==> config.mk <==
export PLATFORM = sky130hd
export DESIGN_NAME = spi_register_bridge
export DESIGN_NICKNAME = d
export VERILOG_FILES = /design/src/rtl/spi_register_bridge.sv
export SDC_FILE = /design/constraint.sdc
export NUM_CORES = 1
export LEC_CHECK = 0
export BUFFER_PORTS_ARGS = -buffer_cell sky130_fd_sc_hd__buf_4
export CORE_MARGIN = 2
export CORE_UTILIZATION = 25
export CTS_BUF_LIST = sky130_fd_sc_hd__clkbuf_16
export DETAILED_ROUTE_END_ITERATION = 7
export PLACE_DENSITY = 0.51
export SYNTH_ARGS = -nofsm -noshare
export SYNTH_HDL_FRONTEND = slang
export SYNTH_SLANG_ARGS = --single-unit
==> constraint.sdc <==
create_clock -name system_clk -period 2.52 [get_ports system_clk]
set_input_delay 0.126 -clock system_clk [delete_from_list [all_inputs] [get_ports system_clk]]
set_output_delay 0.126 -clock system_clk [all_outputs]
set_load 0.1 [all_outputs]
==> src/rtl/spi_register_bridge.sv <==
// Bridges 32-bit-style SPI command words onto a req/ack register bus and
// builds the response word the SPI slave shifts out on the next transaction.
//
// state | meaning
// IDLE  | waiting for a command word; cs_stop alone flags an incomplete frame
// REQ   | bus_req held high until bus_ack or wait-timer expiry
module spi_register_bridge #(
   parameter int WIDTH      = 32,
   parameter int ADDR_WIDTH = 7,
   parameter int TIMEOUT    = 255
) (
   input  logic                          system_clk,
   input  logic                          rst,
   input  logic [WIDTH-1:0]              value_mosi,
   input  logic                          value_valid,
   input  logic                          cs_stop,
   output logic [WIDTH-1:0]              value_miso,
   output logic [ADDR_WIDTH-1:0]         bus_addr,
   output logic [WIDTH-ADDR_WIDTH-2:0]   bus_wdata,
   output logic                          bus_we,
   output logic                          bus_req,
   input  logic                          bus_ack,
   input  logic [WIDTH-ADDR_WIDTH-2:0]   bus_rdata,
   output logic                          busy,
   output logic [7:0]                    error_count
);

   localparam int DW = WIDTH - 1 - ADDR_WIDTH;
   localparam int CW = (TIMEOUT > 1) ? $clog2(TIMEOUT + 1) : 1;

   typedef enum logic {
      IDLE = 1'b0,
      REQ  = 1'b1
   } state_t;

   state_t                state, state_nxt;
   logic [WIDTH-1:0]      miso_nxt;
   logic [ADDR_WIDTH-1:0] addr_nxt;
   logic [DW-1:0]         wdata_nxt;
   logic                  we_nxt;
   logic [CW-1:0]         wait_cnt, wait_nxt;
   logic                  err_evt;

   always_ff @(posedge system_clk) begin
      if (rst) begin
         state       <= IDLE;
         value_miso  <= '0;
         bus_addr    <= '0;
         bus_wdata   <= '0;
         bus_we      <= 1'b0;
         wait_cnt    <= '0;
         error_count <= '0;
      end else begin
         state      <= state_nxt;
         value_miso <= miso_nxt;
         bus_addr   <= addr_nxt;
         bus_wdata  <= wdata_nxt;
         bus_we     <= we_nxt;
         wait_cnt   <= wait_nxt;
         if (err_evt && error_count != 8'hFF)
            error_count <= error_count + 8'd1;
      end
   end

   // Wait timer counts down from TIMEOUT; expiry is the cycle it would hit zero.
   always_comb begin
      state_nxt = state;
      miso_nxt  = value_miso;
      addr_nxt  = bus_addr;
      wdata_nxt = bus_wdata;
      we_nxt    = bus_we;
      wait_nxt  = wait_cnt;
      err_evt   = 1'b0;
      case (state)
         IDLE: begin
            if (value_valid) begin
               we_nxt    = value_mosi[WIDTH-1];
               addr_nxt  = value_mosi[WIDTH-2:DW];
               wdata_nxt = value_mosi[DW-1:0];
               miso_nxt  = '0;
               wait_nxt  = CW'(TIMEOUT);
               state_nxt = REQ;
            end else if (cs_stop) begin
               miso_nxt = {2'b11, {(WIDTH-2){1'b0}}};
               err_evt  = 1'b1;
            end
         end
         REQ: begin
            err_evt = value_valid | cs_stop;
            if (bus_ack) begin
               miso_nxt  = {2'b10, bus_addr[ADDR_WIDTH-2:0],
                            bus_we ? bus_wdata : bus_rdata};
               state_nxt = IDLE;
            end else if (TIMEOUT != 0 && wait_cnt == CW'(1)) begin
               miso_nxt  = {2'b11, bus_addr[ADDR_WIDTH-2:0], {DW{1'b0}}};
               err_evt   = 1'b1;
               state_nxt = IDLE;
            end else begin
               wait_nxt = wait_cnt - CW'(1);
            end
         end
         default: state_nxt = IDLE;
      endcase
   end

   assign bus_req = (state == REQ);
   assign busy    = (state == REQ);

endmodule
# --- After elaboration in Yosys (flattened, before gate mapping) ---
# Index checks and enable logic that the tools add are counted.
totals:
  out_inout_bits: 74
  inputBits: 61
  wordCells: 41
  ff_bits: 81
op_classes:
  addsub: 2
  n_bitwise: 2
  n_mux: 19
  reduce_logical: 4
  eq_ne: 7
op_table:
  columns: ["cell", "count"]
  rows:
  - ["$mux W32", 4]
  - ["$pmux W32 S2", 1]
  - ["$mux W24", 1]
  - ["$mux W8", 3]
  - ["$pmux W8 S2", 1]
  - ["$add A8 B1 Y8 const B", 1]
  - ["$eq A8 B1 Y1 const B", 1]
  - ["$ne A8 B8 Y1 const B", 1]
  - ["$sub A8 B1 Y8 const B", 1]
  - ["$mux W1", 7]
  - ["$ne A2 B2 Y1 const B", 3]
  - ["$pmux W1 S2", 2]
  - ["$reduce_and A2 Y1", 2]
  - ["$ne A3 B2 Y1 const B", 1]
  - ["$ne A3 B3 Y1 const B", 1]
  - ["$reduce_and A3 Y1", 1]
  - ["$logic_and A1 B1 Y1", 1]
  - ["$not A1 Y1", 1]
  - ["$or A1 B1 Y1", 1]

# --- Longest topological paths before layout ---
# Gate-level depths: netlist of run 1.
depth:
  depth_word: 5
  mapped_depth: 8
  ltp_nobuf: 6

# --- Worst setup path before layout of run 1 ---
# OpenSTA, ideal clock, no wires.
synth_path:
  path_type: "register -> register"
  startpoint: "reg state, in the netlist bus_req"
  endpoint: "reg error_count[5]"
  n_path_buf: 1
  arrival_ns: 2.371
  setup_ns: 0.121
  path_slack_ns: 0.029
  stages_incl_launch_ff: 6
  synth_period_minus_slack_ns: 2.491
  required_ns: 2.399
  cell_sequence: "dfxtp_1 > clkbuf_1 > nand2b_1 > o32a_4 > nor4_1 > mux2_2"
synth_between:
  elab_chain_len: 3
synth_rtl:
  columns: ["item", "line_no", "source"]
  rows:
  - ["start: declaration", "36", "state_t state, state_nxt;"]
  - ["start signal: assignment", "54", "state <= state_nxt;"]
  - ["$not A1 Y1", null, null]
  - ["$pmux W1 S2 (*)", "74", "case (state)"]
  - ["$logic_and A1 B1 Y1 (*)", "60", "if (err_evt && error_count != 8'hFF)"]
  - ["end signal: assignment", "61", "error_count <= error_count + 8'd1;"]
  - ["end: declaration", "25", "output logic [7:0] error_count"]
# Every way passes the cells marked *; elsewhere a longest branch is shown, timed or not.
# A chain may end at the register's enable or synchronous reset.

# --- Final worst setup path of run 1 ---
layout_path:
  startpoint: "reg wait_cnt[0]"
  endpoint: "reg error_count[5]"
layout_between:
  elab_chain_len: 5
layout_rtl:
  columns: ["item", "line_no", "source"]
  rows:
  - ["start: declaration", "41", "logic [CW-1:0] wait_cnt, wait_nxt;"]
  - ["start signal: assignment", "59", "wait_cnt <= wait_nxt;"]
  - ["$eq A8 B1 Y1", "94", "end else if (TIMEOUT != 0 && wait_cnt == CW'(1)) begin"]
  - ["$mux W1", "94", null]
  - ["$mux W1", "90", "if (bus_ack) begin"]
  - ["$pmux W1 S2", "74", null]
  - ["$logic_and A1 B1 Y1", "60", null]
# No other way between the ends.

==> flow_summary.yaml, run 1 <==
timing:
  post-route-period-util_pct: 92.4
  clock_skew_ns: 0.00403
  maxSlewViolCount: 0
  max_slew.worst_pin.slew_ns: 0.895
  timing.final.hold_violations: 0
  rsz0062_at_grt: "no"
  max_freq_ghz: 0.429
  final-setup-viol-count: 0
  finalSetupTns_ns: 0
  slew_headroom_pct: 40.4
  hold_ws_ns: 0.0228
  fin_crit_ns: 2.33
synth:
  postSynthCellCount: 352
  synthSimpleGateAreaFrac_pct: 15.5
  synth_flop_cell: "dfxtp_1"
  syn_nets: 416
  yosys.area_share.xor_xnor_pct: 0.541
  synth-edff-count: 0
  synth-compound-area-share_pct: 20.4
  synth_fa_ha_area_share_pct: 1.16
  synth_top_area_share_pct: 50.1
  yosysSeqAreaShare_pct: 50.1
  synth_area_um2: 3240
  synth_cell_types: 37
  synthArstFlopShare_pct: 0
  ys.warnings.count: 0
  syn_area_per_cell_um2: 9.20
  synth_mux_area_share_pct: 8.08
  synth_area_leader_cell: "dfxtp_1"
  synth_seq_cells: 81
  synth_top_family_by_area: "compound AO/OA/AOI/OAI gates"
  synth.top_cells.by_area: "dfxtp_1, nand2_1, mux2i_1"
worst_setup_path:
  cp_data_arrival_time_ns: 2.56
  critPathKind: "flip-flop to flip-flop"
  cp-start-kind: "flip-flop"
  crit_path_end_kind: "flip-flop"
  cp_max_fo: 15
  critPathRequiredTime_ns: 2.75
clock_network:
  cts_root_buffer: "clkbuf_16"
  cts_num_sinks: 81
  post_cts_buffers: 0
  clockBufferDepth: 2
  clock_latency_ns: 0.34
  htree_levels: 3
  post_cts_resized: 0
  cts_buffers: 9
  ctsHoldBuffers: 0
  clk_pin_slew_ns: 0.06
  tritoncts: "done"
global_routing:
  grt_max_degree: 56
  grt_first_pass_wirelength_mm: 15.3
  antenna_found_initial: 0
  grt_pass1_vias: 2856
  grt_overflow: 0
  grt.total_usage_pct: 13.9
placement:
  place_inst: 637
  dp_hpwl_mm: 6.55
  port_buffers: 134
  finalWeightedCongestion: 0.777
finish:
  drive_above_1_share_pct: 34.1
  area_growth_pct: 45.3
  stdcell_count: 653
  antennaDiodeCount: 0
  finalNetCount: 540
floorplan:
  die_h_um: 118
  die_area_um2: 13900
  coreArea_um2: 12600
  rows: 41
  pin_count: 135
  die-width_um: 118
  start_util_pct: 25.6
route:
  drt_iter0_drc: 138
  vias_per_cell: 4.62
  routed_wirelength_mm: 9.49
  vias: 3017
  remaining_drc_errors: 0
  firstDrtPassIters: 4
  avgRoutedWirePerCell_um: 14.5
  detail-route-antenna-nets: 0
outcome:
  status: "completed"
pwr:
  leakage_nw: 1.94
  worst_ir_drop_vdd_uv: 328
  p_per_area_nw_per_um2: 724
min_path:
  hp-class: "primary input to flip-flop"
run:
  cap_violations: 0
routing by layer:
metal | GRT usage (%) | wire (µm)
met1 | 17.6 | 4330
met2 | 21.5 | 4400
met3 | 4.84 | 602
met4 | 5.65 | 163
met5 | 0 | 0
synth_stat cells, types with 2 or more instances:
cell type / n
a211oi_1: 4
a21oi_1: 45
a22o_1: 6
a311oi_1: 3
buf_1: 2
clkbuf_1: 23
dfxtp_1: 81
ha_1: 3
inv_1: 5
mux2i_1: 25
nand2_1: 69
nand2b_1: 2
nand3_1: 5
nand4_1: 2
nor2_1: 6
nor2b_1: 6
nor3_1: 7
o21a_1: 2
o21ai_0: 5
o2bb2ai_1: 24
o31ai_1: 3
o41ai_1: 2
or3_1: 4
or4_1: 4
xor2_1: 2
through the flow:
step	setup slack [ns]	util (%)	total power [mW]	instance area [µm²]
final	0.191	37.3	3.40	4700
after global routing	0.119	37.3	3.57	4700
after CTS	0.189	37.3	3.47	4700
after detailed placement	0.199	35.0	2.17	4420
after global placement	0.254	35.0	2.16	4420
after floorplan	0.0287	-	1.95	3240
placed cells by master (no fill, tap or decap), drive strengths merged, types with 2 or more instances in the layout:
cell,n
nor2,6
nor3,7
o31ai,3
o21ai,5
ha,3
or4,4
a311oi,3
clkinv,5
dfxtp,81
a211oi,4
xor2,2
o21a,2
nor2b,6
o2bb2ai,24
nand3,5
or3,4
inv,6
nand4,2
clkbuf,9
o41ai,2
buf,141
nand2b,2
a22o,6
mux2i,25
nand2,69
a21oi,45
power by group:
group | internal, mW | switching [mW]
clock network | 0.757 | 0.511
logic | 0.205 | 0.531
registers | 1.34 | 0.0579
total | 2.30 | 1.10
path summary, 6_finish.rpt:
kind	from	to	slack [ns]	depth (start not counted)
worst min-delay path	value_mosi[31]	bus_we	0.02	3
worst max register to register	wait_cnt[0]	error_count[5]	0.19	5
worst min register to register	value_miso[2]	value_miso[2]	0.46	1
worst max-delay path	wait_cnt[0]	error_count[5]	0.19	5
final cells by class:
| class | count | area [µm²] |
|---|---|---|
| fill | 1314 | 7920 |
| inverter | 5 | 18.8 |
| timing repair buffer | 141 | 1060 |
| sequential | 81 | 1620 |
| clock buffer | 9 | 225 |
| clock inverter | 7 | 62.6 |
| multi-input combinational | 238 | 1500 |
| tap | 172 | 215 |
critical path: stages (launching register included):
cell	delay, ns
dfxtp_1	0.42
ha_1	0.17
or3b_2	0.53
o32a_4	0.42
nor4_1	0.32
mux2_2	0.36
state kept, by name (all words and copies together), names as in the netlist:
signal       count
bus_addr         7
bus_we           1
value_miso      32
bus_wdata       24
wait_cnt         8
error_count      8
bus_req          1
logic make-up after synthesis:
group,after synthesis
AOI/OAI and AO/OA,97
xor gates and xnor gates,2
adders and majority gates,3
buffers and inverters,33
DFF,81
muxes,26
and+or+nand+nor,110
No activity file was read; power rests on OpenSTA's default activity.
==> run 2: changes to the inputs <==
==> constraint.sdc (replaced) <==
create_clock -name system_clk -period 2.52 [get_ports system_clk]
set_input_delay 0.126 -clock system_clk [delete_from_list [all_inputs] [get_ports system_clk]]
set_output_delay 0.126 -clock system_clk [all_outputs]
set_load 0.02 [all_outputs]
==> flow_summary.yaml, run 2 (synthesis gave the netlist of run 1 again) <==
global_routing:
  grt_max_degree: 56
  antenna_found_initial: 0
  grt.total_usage_pct: 13.9
  grt_overflow: 0
  grt_first_pass_wirelength_mm: 15.4
  grt_pass1_vias: 2933
route:
  met1Wirelength_mm: 4.49
  routed_wirelength_mm: 9.66
  highest_layer: "met4"
  remaining_drc_errors: 0
  detail-route-antenna-nets: 0
  route.met2.wl_mm: 4.49
  vias: 2985
  drt_iter0_drc: 133
  vias_per_cell: 4.59
  avgRoutedWirePerCell_um: 14.8
  firstDrtPassIters: 4
  met3WireLength_um: 521
clock_network:
  cts_buffers: 9
  cts_root_buffer: "clkbuf_16"
  clock_latency_ns: 0.34
  clockBufferDepth: 2
  cts_num_sinks: 81
  ctsHoldBuffers: 0
  clk_pin_slew_ns: 0.06
  post_cts_resized: 0
  tritoncts: "done"
  post_cts_buffers: 0
  htree_levels: 3
finish:
  utilization_pct: 36.9
  layout_common_cells: "buf_4, dfxtp_1, nand2_1, a21oi_1, mux2i_1"
  largest_register_ffs: 32
  finalNetCount: 539
  drive_above_1_share_pct: 33.4
  final_common_cell: "buf_4"
  nFillCells: 1348
  top_register: "value_miso"
  stdcell_count: 651
  area_growth_pct: 44.0
  top_regs: "value_miso x32, bus_wdata x24"
  antennaDiodeCount: 0
timing:
  slew_headroom_pct: 40.0
  final-setup-viol-count: 0
  max_slew.worst_pin.slew_ns: 0.900
  maxSlewViolCount: 0
  finalSetupTns_ns: 0
  timing.final.hold_violations: 0
  max_freq_ghz: 0.426
  clock_skew_ns: 0.00542
  post-route-period-util_pct: 93.0
  rsz0062_at_grt: "no"
  fin_crit_ns: 2.34
floorplan:
  pin_count: 135
  rows: 41
  die_area_um2: 13900
  coreArea_um2: 12600
  start_util_pct: 25.6
  die-width_um: 118
  die_h_um: 118
min_path:
  whs_path_depth: 3
  hp-class: "primary input to flip-flop"
  hold_end: "bus_wdata[19]"
  min_from: "value_mosi[19]"
run:
  cap_violations: 0
placement:
  port_buffers: 134
  dp_hpwl_mm: 6.59
  finalWeightedCongestion: 0.779
  place_inst: 636
pwr:
  worst_ir_drop_vdd_uv: 256
  power.total_mw: 2.99
  leakage_nw: 1.92
  p_per_area_nw_per_um2: 641
outcome:
  status: "completed"
worst_setup_path:
  r2r-end: "error_count[5]"
  cp_max_fo: 15
  r2r_cells: 5
  cp-start-kind: "flip-flop"
  cp_data_arrival_time_ns: 2.57
  r2r_slack_ns: 0.18
  critPathRequiredTime_ns: 2.74
  reg2reg_from: "wait_cnt[0]"
  max_stage_delay_ns: 0.53
  crit_family: "simple AND/OR/NAND/NOR gates"
  crit_buf_inv: 0
  critPathSlowestCell: "or3b_2"
  critPathKind: "flip-flop to flip-flop"
  crit_path_end_kind: "flip-flop"
  cp_cell_sequence: "ha_1, or3b_2, o32a_4, nor4_1, mux2_2"
run 2: power breakdown:
part           total [mW]  switching (mW)  internal (mW)  leakage [nW]
logic               0.436           0.233          0.203          1.12
registers            1.40          0.0620           1.34         0.663
clock network        1.15           0.503          0.647         0.131
total                2.99           0.797           2.19          1.92
run 2: area by class of cell:
class | instances | area (µm²) | share of cell area (%)
inverter | 5 | 18.8 | 0.403
multi-input combinational | 238 | 1500 | 32.2
sequential | 81 | 1620 | 34.8
clock inverter | 6 | 28.8 | 0.617
timing repair buffer | 140 | 1050 | 22.5
clock buffer | 9 | 225 | 4.83
tap | 172 | 215 | 4.62
run 2: through the flow:
stage / setup slack (ns) / hold slack [ns] / cell area [µm²]
5_1_grt: 0.122 / 0.0277 / 4660
2_1_floorplan: 0.308 / 0.262 / 3240
6_report: 0.175 / 0.0327 / 4660
3_3_place_gp: 0.255 / 0.371 / 4410
3_5_place_dp: 0.200 / 0.380 / 4410
4_1_cts: 0.198 / 0.0150 / 4660
run 2: worst min-delay path: cells and delay by family:
kind | cells | cell delay [ns]
buffers and inverters | 1 | 0.11
AO/OA/AOI/OAI | 1 | 0.05
AND/OR/NAND/NOR | 1 | 0.04
run 2: worst max-delay path by stage:
stage	start	endpoint	slack, ns	cells after the start
floorplan	wait_cnt[0]	error_count[5]	0.31	6
global placement	wait_cnt[0]	error_count[5]	0.25	5
detailed placement	wait_cnt[0]	error_count[5]	0.20	5
CTS	wait_cnt[0]	error_count[5]	0.20	5
global route	wait_cnt[0]	error_count[5]	0.12	5
finish	wait_cnt[0]	error_count[5]	0.18	5
run 2: routing by layer:
layer / vias to the layer above / global-route usage, %
met1: 1385 / 17.1
met2: 90 / 22.4
li1: 1499 / -
met5: - / 0
met4: 0 / 6.33
met3: 11 / 3.78
